--- src/rtl/sisc_pkg.sv ---
// Shared SISC definitions: controller state encoding, opcode values and datapath select codes.
package sisc_pkg;

    typedef enum logic [2:0] {
        ST_START   = 3'd0,
        ST_FETCH   = 3'd1,
        ST_DECODE  = 3'd2,
        ST_EXECUTE = 3'd3,
        ST_MEM     = 3'd4,
        ST_WB      = 3'd5,
        ST_HALT    = 3'd6
    } state_e;

    // Decoded instruction class; any unlisted opcode maps to I_NOOP.
    typedef enum logic [3:0] {
        I_NOOP, I_LOD, I_STR, I_SWP, I_BRA, I_BRR, I_BNE, I_BNR, I_ALU, I_HLT
    } instr_e;

    localparam int unsigned OP_NOOP = 0;
    localparam int unsigned OP_LOD  = 1;
    localparam int unsigned OP_STR  = 2;
    localparam int unsigned OP_SWP  = 3;
    localparam int unsigned OP_BRA  = 4;
    localparam int unsigned OP_BRR  = 5;
    localparam int unsigned OP_BNE  = 6;
    localparam int unsigned OP_BNR  = 7;
    localparam int unsigned OP_ALU  = 8;

    // mm value selecting the immediate operand.
    localparam int unsigned MM_IMM  = 8;

    localparam logic [1:0] ALU_ADD  = 2'b00;
    localparam logic [1:0] ALU_IMM  = 2'b01;
    localparam logic [1:0] ALU_PASS = 2'b10;

    localparam logic [1:0] WB_ALU    = 2'b00;
    localparam logic [1:0] WB_MEM    = 2'b01;
    localparam logic [1:0] WB_SWAP_B = 2'b10;
    localparam logic [1:0] WB_SWAP_A = 2'b11;

    // HLT is the all-ones opcode, so it tracks the opcode width.
    function automatic int unsigned op_hlt(input int unsigned opw);
        return (32'd1 << opw) - 32'd1;
    endfunction

endpackage

--- src/rtl/sisc_br_eval.sv ---
// Branch decision: hit when any masked status bit is set; the negated forms take on a miss.
module sisc_br_eval #(
    parameter int CCW = 4
) (
    input  logic [CCW-1:0] mm,
    input  logic [CCW-1:0] stat,
    input  logic           negate,
    output logic           taken
);

    assign taken = (|(mm & stat)) ^ negate;

endmodule

--- src/rtl/sisc_ctrl_v2.sv ---
// SISC multi-cycle controller: fetch/decode/execute/mem/writeback sequencing with a
// bounded memory-wait timeout that parks the core in HALT with err set.
module sisc_ctrl_v2
    import sisc_pkg::*;
#(
    parameter int OPW      = 4,
    parameter int CCW      = 4,
    parameter int WAIT_MAX = 15
) (
    input  logic           clk,
    input  logic           rst_f,
    input  logic [OPW-1:0] opcode,
    input  logic [CCW-1:0] mm,
    input  logic [CCW-1:0] stat,
    input  logic           mem_rdy,
    output logic           mem_req,
    output logic           rf_we,
    output logic           ir_load,
    output logic           pc_write,
    output logic           pc_sel,
    output logic           br_sel,
    output logic           rb_sel,
    output logic           mm_sel,
    output logic           dm_we,
    output logic           wr_sel,
    output logic           pc_rst,
    output logic [1:0]     alu_op,
    output logic [1:0]     wb_sel,
    output logic           halted,
    output logic           err
);

    localparam logic [OPW-1:0] HLT_CODE  = OPW'(op_hlt(OPW));
    localparam logic [7:0]     WAIT_LAST = 8'(WAIT_MAX - 1);

    state_e     state_q, state_d;
    logic [7:0] wait_cnt_q, wait_cnt_d;
    logic       err_q, err_d;
    logic       start_armed_q;

    instr_e     instr;
    logic       is_branch;
    logic       is_mem_op;
    logic       br_taken;
    logic       wait_last;

    always_comb begin
        instr = I_NOOP;
        if      (opcode == OPW'(OP_LOD)) instr = I_LOD;
        else if (opcode == OPW'(OP_STR)) instr = I_STR;
        else if (opcode == OPW'(OP_SWP)) instr = I_SWP;
        else if (opcode == OPW'(OP_BRA)) instr = I_BRA;
        else if (opcode == OPW'(OP_BRR)) instr = I_BRR;
        else if (opcode == OPW'(OP_BNE)) instr = I_BNE;
        else if (opcode == OPW'(OP_BNR)) instr = I_BNR;
        else if (opcode == OPW'(OP_ALU)) instr = I_ALU;
        else if (opcode == HLT_CODE)     instr = I_HLT;
    end

    assign is_branch = (instr == I_BRA) || (instr == I_BRR) || (instr == I_BNE) || (instr == I_BNR);
    assign is_mem_op = (instr == I_LOD) || (instr == I_STR);
    assign wait_last = (wait_cnt_q == WAIT_LAST);

    sisc_br_eval #(.CCW(CCW)) u_br_eval (
        .mm     (mm),
        .stat   (stat),
        .negate ((instr == I_BNE) || (instr == I_BNR)),
        .taken  (br_taken)
    );

    // NOTE: every output and next-state value gets a default before the case, so no path infers a latch.
    always_comb begin
        state_d  = state_q;
        mem_req  = 1'b0;
        rf_we    = 1'b0;
        ir_load  = 1'b0;
        pc_write = 1'b0;
        pc_sel   = 1'b0;
        br_sel   = 1'b0;
        rb_sel   = 1'b0;
        mm_sel   = 1'b1;
        dm_we    = 1'b0;
        wr_sel   = 1'b0;
        pc_rst   = 1'b0;
        alu_op   = ALU_PASS;
        wb_sel   = WB_ALU;
        halted   = 1'b0;

        unique case (state_q)
            ST_START: begin
                pc_rst = 1'b1;
                // One extra START cycle after reset release before the first fetch.
                if (start_armed_q) state_d = ST_FETCH;
            end
            ST_FETCH: begin
                mem_req = 1'b1;
                if (mem_rdy) begin
                    ir_load  = 1'b1;
                    pc_write = 1'b1;
                    state_d  = ST_DECODE;
                end else if (wait_last) begin
                    state_d = ST_HALT;
                end
            end
            ST_DECODE: begin
                rb_sel = (instr == I_STR) || (instr == I_SWP);
                br_sel = (instr == I_BRA) || (instr == I_BNE);
                if (is_branch && br_taken) begin
                    pc_sel   = 1'b1;
                    pc_write = 1'b1;
                end
                state_d = (instr == I_HLT) ? ST_HALT : ST_EXECUTE;
            end
            ST_EXECUTE: begin
                if (is_mem_op || instr == I_ALU)
                    alu_op = (mm == CCW'(MM_IMM)) ? ALU_IMM : ALU_ADD;
                mm_sel  = (mm == '0);
                state_d = ST_MEM;
            end
            ST_MEM: begin
                if (is_mem_op) begin
                    mem_req = 1'b1;
                    if (instr == I_LOD) wb_sel = WB_MEM;
                    if (mem_rdy) begin
                        dm_we   = (instr == I_STR);
                        state_d = ST_WB;
                    end else if (wait_last) begin
                        state_d = ST_HALT;
                    end
                end else begin
                    if (instr == I_SWP) begin
                        wr_sel = 1'b1;
                        wb_sel = WB_SWAP_A;
                        rf_we  = 1'b1;
                    end
                    state_d = ST_WB;
                end
            end
            ST_WB: begin
                if (instr == I_LOD) begin
                    wb_sel = WB_MEM;
                    rf_we  = 1'b1;
                end else if (instr == I_ALU) begin
                    rf_we = 1'b1;
                end else if (instr == I_SWP) begin
                    wb_sel = WB_SWAP_B;
                    rf_we  = 1'b1;
                end
                state_d = ST_FETCH;
            end
            ST_HALT: begin
                halted = 1'b1;
            end
            default: state_d = ST_START;
        endcase

        // Counter restarts on every state change and on a completed access.
        wait_cnt_d = wait_cnt_q;
        if (state_d != state_q)
            wait_cnt_d = '0;
        else if (mem_req)
            wait_cnt_d = mem_rdy ? 8'd0 : wait_cnt_q + 8'd1;

        err_d = err_q | (mem_req && !mem_rdy && wait_last);
    end

    assign err = err_q;

    // NOTE: state flops use non-blocking assignments so every flop samples pre-edge values.
    always_ff @(posedge clk or negedge rst_f) begin
        if (!rst_f) begin
            state_q       <= ST_START;
            wait_cnt_q    <= '0;
            err_q         <= 1'b0;
            start_armed_q <= 1'b0;
        end else begin
            state_q       <= state_d;
            wait_cnt_q    <= wait_cnt_d;
            err_q         <= err_d;
            start_armed_q <= 1'b1;
        end
    end

endmodule
--- config.mk ---
export PLATFORM = sky130hd
export DESIGN_NAME = sisc_ctrl_v2
export DESIGN_NICKNAME = d
export VERILOG_FILES = /design/src/rtl/sisc_pkg.sv /design/src/rtl/sisc_br_eval.sv /design/src/rtl/sisc_ctrl_v2.sv
export SDC_FILE = /design/constraint.sdc
export NUM_CORES = 1
export LEC_CHECK = 0
export BUFFER_PORTS_ARGS = -buffer_cell sky130_fd_sc_hd__buf_4
export CAP_MARGIN = 30
export CORE_MARGIN = 4
export CORE_UTILIZATION = 45
export DETAILED_ROUTE_END_ITERATION = 8
export PLACE_DENSITY = 0.69
export SLEW_MARGIN = 20
export SYNTH_ARGS = -nofsm -noshare
export SYNTH_HDL_FRONTEND = slang
export SYNTH_SLANG_ARGS = --single-unit
--- constraint.sdc ---
create_clock -name clk -period 2.27 [get_ports clk]
set_input_delay 0.3405 -clock clk [delete_from_list [all_inputs] [get_ports clk]]
set_output_delay 0.3405 -clock clk [all_outputs]
set_load 0.02 [all_outputs]
==> results of run 1 <==
[critical path, delay by kind of cell, from the launching register on]
kind | cells | cell delay (ps)
buffers and inverters | 2 | 390
DFF | 1 | 460
AOI/OAI and AO/OA | 1 | 490
and+or+nand+nor | 1 | 170
[report_power, final]
group | switching (W) | internal, W | total (W)
logic | 0.000344 | 0.000251 | 0.000595
registers | 0.0000454 | 0.000262 | 0.000307
clock network | 0.0000743 | 0.0000683 | 0.000143
[kinds of logic after synthesis]
logic type                 after synthesis  share of synthesized area, %
and+or+nand+nor                         63                          35.5
AOI/OAI and AO/OA                       35                          23.7
DFF                                     13                          30.8
buffers and inverters                   12                          4.73
adders and majority gates                2                          2.37
xor gates and xnor gates                 2                          1.66
other                                    1                         0.355
muxes                                    1                         0.947
[layer usage]
| layer | up-vias | share of wire, % |
|---|---|---|
| met5 | - | 0 |
| met4 | 0 | 0.60 |
| met1 | 522 | 49 |
| met3 | 2 | 4.2 |
| met2 | 18 | 47 |
| li1 | 542 | - |
[cell type report]
type                       instances  area (µm²)  area share (%)
multi-input combinational        104         688            50.6
sequential                        13         325            23.9
timing repair buffer              35         265            19.5
tap                               28        35.0            2.58
clock buffer                       4        26.3            1.93
inverter                           5        18.8            1.38
[cell usage in the layout, fill, tap and decap left out, types with 2 or more instances in the layout]
cell       Yosys  final
nor2b_1        4      4
a21o_1         3      3
nor2_1        13     13
nand2b_1       5      5
xor2_1         2      2
dfrtp_1       13     13
nand2_1        9      9
o21ai_0        5      5
nor3_1         4      4
o21a_1         2      2
o31a_1         2      2
o21ai_1        2      2
a21oi_1        6      6
nor3b_1        4      4
buf_4          0     34
clkbuf_4       0      3
o2bb2ai_1      2      2
a32o_1         3      3
nand3_1        7      7
inv_1          5      5
and3_1         2      2
a211oi_1       3      3
or3_1          4      4
ha_1           2      2
[final timing paths]
path / startpoint / to / slack [ps] / depth (start not counted)
worst min-delay path: rst_f / wait_cnt_q[4] / 430 / 2
min in group clk: mem_rdy / state_q[1] / 430 / 3
worst min register to register: err / err / 480 / 1
max in group asynchronous: rst_f / wait_cnt_q[2] / 1670 / 2
worst max register to register: wait_cnt_q[0] / wait_cnt_q[3] / 410 / 6
worst max-delay path: state_q[2] / mem_req / 130 / 4
[per-stage QoR]
step	util [%]	power [W]	setup slack (ps)	instance area, µm²
2_1_floorplan	-	0.000704	61.2	1060
6_report	60.8	0.00104	130	1360
4_1_cts	60.8	0.00105	157	1360
3_5_place_dp	58.9	0.000897	114	1320
5_1_grt	60.8	0.00112	1.19	1360
3_3_place_gp	58.9	0.000892	131	1320
[state kept, by name, summed over array words and instances, names as in the netlist]
| register | flops |
|---|---|
| err | 1 |
| start_armed_q | 1 |
| state_q | 3 |
| wait_cnt_q | 8 |
[repair_timing]
item                                    4_1_cts  5_1_grt
buffers inserted                              0        0
endpoints found under the hold margin        13        0
endpoints found under the setup margin        1        0
hold buffers                                  1        0
resized for setup                             1        0
==> flow_metrics.py, run 1 <==
metrics = {
    "final_layout": {
        "diodes": 0,
        "final_nets": 179,
        "fin_cells": 189,
        "syn2layout_area_growth_pct": 28.5,
        "drive_gt1_share_pct": 25.5,
        "fillers": 210,
    },
    "worst_setup_path": {
        "crit_chain": "nor4b_4 > a31oi_2 > inv_1 > buf_4",
        "endpoint_kind": "output port",
        "path_max_fanout": 12,
        "critPathLaunchType": "flip-flop",
        "crit_type": "flip-flop to output port",
        "critPathRequiredTime_ps": 1930,
        "critPathSlowestCell": "a31oi_2",
        "cpPeakStageDelay_ps": 490,
        "arrival_ps": 1800,
    },
    "routing": {
        "vias": 1084,
        "drc": 0,
        "avgRoutedWirePerCell_um": 14.2,
        "totalWireLength_um": 2690,
        "drt_iter0_drc": 40,
        "ant_nets": 0,
        "drt-vias-per-instance": 5.74,
        "dr.pass1.iters": 5,
    },
    "place": {
        "io_buffers": 31,
        "place_congestion": 0.885,
        "place_inst": 184,
        "hpwl_um": 2050,
    },
    "logic_synthesis": {
        "synth_cell_types": 43,
        "synthesis.nets": 146,
        "synth_edf_count": 0,
        "syn_inst": 129,
        "yosys-top-cells-area": "dfrtp_1 31%, nor2_1 4.6%, nand3_1 3.3%, nand2_1 3.2%, nand2b_1 3.0%",
        "avgSynthCellArea_um2": 8.20,
        "synth_top_area_share_pct": 30.8,
        "async_flop_share_pct": 100,
        "yosys_warnings": 0,
        "yosysSeqAreaShare_pct": 30.8,
        "synthesis.area_um2": 1060,
        "synth-seq-cells": 13,
        "synth_area_leader_cell": "dfrtp_1",
        "synth_ff_type": "dfrtp_1",
        "ys_top_cells_by_count": "13 x dfrtp_1, 13 x nor2_1, 9 x nand2_1",
    },
    "pwr": {
        "p_leak_nw": 0.610,
        "irDropWorstVdd_v": 0.000644,
        "power_density_nw_per_um2": 769,
    },
    "sta": {
        "worstMarginPinSlew_ps": 545,
        "fmax_mhz": 467,
        "setup_tns_ps": 0,
        "final-hold-violation-count": 0,
        "rsz0062_at_grt": "no",
        "layout_min_cycle_time_ps": 2140,
        "finClkSkew_ps": 2.67,
        "max-slew-margin-rel_pct": 63.5,
        "hold_slack_ps": 428,
        "setup_viol": 0,
        "min_period_over_period_pct": 94.3,
        "final_max_slew_viol_count": 0,
    },
    "flow_run": {
        "cap_violations": 0,
    },
    "floorplan": {
        "die_w_um": 56.5,
        "row_count": 17,
        "ios": 32,
        "core_um2": 2230,
        "die_area_um2": 3190,
        "fp.dieH_um": 56.5,
        "start_util_pct": 47.3,
    },
    "global_routing": {
        "grt_pass1_wl_um": 4350,
        "grt_max_degree": 14,
        "top_usage_layer": "met2",
        "grtUsageTotal_pct": 17.2,
        "grtUsageMet2_pct": 25.6,
        "antenna_found_initial": 0,
        "grtUsageMet1_pct": 24.2,
        "grt-ovfl-total": 0,
        "use_met3_pct": 4.37,
        "grt_pass1_vias": 942,
    },
    "clocking": {
        "insertion_delay_ps": 280,
        "numCtsBuffers": 3,
        "clock_sinks": 13,
        "cts_root_buffer": "clkbuf_4",
        "clk_pin_slew_worst_paths_ps": 70,
        "tritoncts": "built",
        "htree_levels": 1,
        "clockBufferDepth": 2,
    },
    "min_path": {
        "hold_class": "primary input to asynchronous set/reset pin",
    },
    "status": {
        "status": "completed",
    },
}
Note: power is estimated with default switching activity, not from simulation.
==> run 2, diff against run 1 <==
--- a/config.mk
+++ b/config.mk
@@ -7,7 +7,7 @@
 export LEC_CHECK = 0
 export BUFFER_PORTS_ARGS = -buffer_cell sky130_fd_sc_hd__buf_4
 export CAP_MARGIN = 30
-export CORE_MARGIN = 4
+export CORE_MARGIN = 2
 export CORE_UTILIZATION = 45
 export DETAILED_ROUTE_END_ITERATION = 8
 export PLACE_DENSITY = 0.69
==> run 2 against run 1 <==
Core utilization rose by 1.0 points. Global-route usage up 4.5 points. Combinational power grew 1%. Fmax up 0.45%. Largest power group unchanged.
==> flow_metrics.py, run 2 (synthesized netlist as in run 1, its figures left out) <==
metrics = {
    "status": {
        "status": "completed",
    },
    "final_layout": {
        "final_area_um2": 1370,
        "reg_top3": "wait_cnt_q: 8 flops, state_q: 3 flops",
        "top_register": "wait_cnt_q",
        "diodes": 0,
        "syn2layout_area_growth_pct": 29.5,
        "final_common_cell": "buf_4",
        "most-common-layout-cells": "34 x buf_4, 13 x nor2_1, 13 x dfrtp_1, 9 x nand2_1, 7 x nand3_1",
        "drive_gt1_share_pct": 26.1,
        "postLayoutCoreUtil_pct": 61.9,
        "largest_reg_flops": 8,
        "final_nets": 179,
    },
    "sta": {
        "finClkSkew_ps": 2.07,
        "max-slew-margin-rel_pct": 65.5,
        "setup_tns_ps": 0,
        "rsz0062_at_grt": "no",
        "layout_min_cycle_time_ps": 2130,
        "hold_slack_ps": 434,
        "min_period_over_period_pct": 93.9,
        "final_max_slew_viol_count": 0,
        "setup_viol": 0,
        "worstMarginPinSlew_ps": 515,
        "fmax_mhz": 469,
        "final-hold-violation-count": 0,
    },
    "clocking": {
        "cts_root_buffer": "clkbuf_4",
        "clk_pin_slew_worst_paths_ps": 80,
        "tritoncts": "built",
        "clockBufferDepth": 2,
        "htree_levels": 1,
        "insertion_delay_ps": 280,
        "numCtsBuffers": 3,
        "clock_sinks": 13,
    },
    "pwr": {
        "irDropWorstVdd_v": 0.000601,
        "power_density_nw_per_um2": 777,
        "p_leak_nw": 0.614,
        "total_power_w": 0.00106,
    },
    "floorplan": {
        "die_w_um": 52.5,
        "fp.dieH_um": 52.5,
        "ios": 32,
        "row_count": 17,
        "core_um2": 2210,
        "start_util_pct": 47.8,
        "die_area_um2": 2750,
    },
    "worst_setup_path": {
        "crit_type": "flip-flop to output port",
        "critPathLaunchType": "flip-flop",
        "arrival_ps": 1790,
        "endpoint_kind": "output port",
        "path_max_fanout": 10,
        "critPathRequiredTime_ps": 1930,
    },
    "flow_run": {
        "cap_violations": 0,
    },
    "global_routing": {
        "grt_max_degree": 14,
        "grt_pass1_vias": 976,
        "grt_pass1_wl_um": 4490,
        "antenna_found_initial": 0,
        "grtUsageTotal_pct": 21.7,
        "grt-ovfl-total": 0,
    },
    "place": {
        "dpl_cell_area_um2": 1320,
        "hpwl_um": 2100,
        "io_buffers": 31,
        "place_congestion": 0.857,
    },
    "routing": {
        "avgRoutedWirePerCell_um": 14.4,
        "drt-vias-per-instance": 5.66,
        "dr.pass1.iters": 4,
        "totalWireLength_um": 2730,
        "drt_iter0_drc": 17,
        "vias": 1070,
        "drc": 0,
        "ant_nets": 0,
    },
    "min_path": {
        "hold_class": "primary input to asynchronous set/reset pin",
    },
}
run 2: area by class of cell:
class | count | area, µm²
Clock inverter | 1 | 5.00
Sequential cell | 13 | 325
Inverter | 5 | 18.8
Clock buffer | 3 | 22.5
Tap cell | 28 | 35.0
Timing Repair Buffer | 35 | 265
Multi-Input combinational cell | 104 | 697
Fill cell | 194 | 843
run 2: path summary, 6_finish.rpt:
kind                       startpoint       endpoint  slack, ps  cells after the start
max                        state_q[2]      alu_op[0]        140                      5
min                             rst_f  wait_cnt_q[2]        430                      2
max reg2reg                state_q[2]  wait_cnt_q[4]        390                      5
min reg2reg                       err            err        470                      1
max in group asynchronous       rst_f  wait_cnt_q[5]       1680                      2
min in group clk              mem_rdy            err        440                      3
run 2: worst max-delay path: stages, from the launching register on:
cell and delay (ps):
dfrtp_1 480, buf_4 200, nor4bb_1 360, o311ai_1 190
nor2_1 130, buf_4 150
run 2: layer usage:
metal	GRT usage, %	share of wire, %	vias up
li1	-	-	543
met1	29.8	47	505
met2	35.2	49	20
met3	4.29	3.5	2
met4	4.27	0.51	0
met5	0	0	-
run 2: where the power goes:
part           internal, W  switching, W
clock network    0.0000654     0.0000768
logic             0.000257      0.000344
registers         0.000262     0.0000594
run 2: what timing repair did:
| action | 4_1_cts | 5_1_grt |
|---|---|---|
| resized for setup | 1 | 2 |
| endpoints found under the setup margin | 1 | 2 |
| hold endpoints to repair | 13 | 0 |
| setup buffers | 0 | 0 |
| hold buffers | 1 | 0 |
run 2: stage by stage:
step                std cells  worst slack, ps
floorplan                 129             61.2
global placement          184              120
detailed placement        184              104
CTS                       189             70.8
global route              189             22.8
finish                    189              140
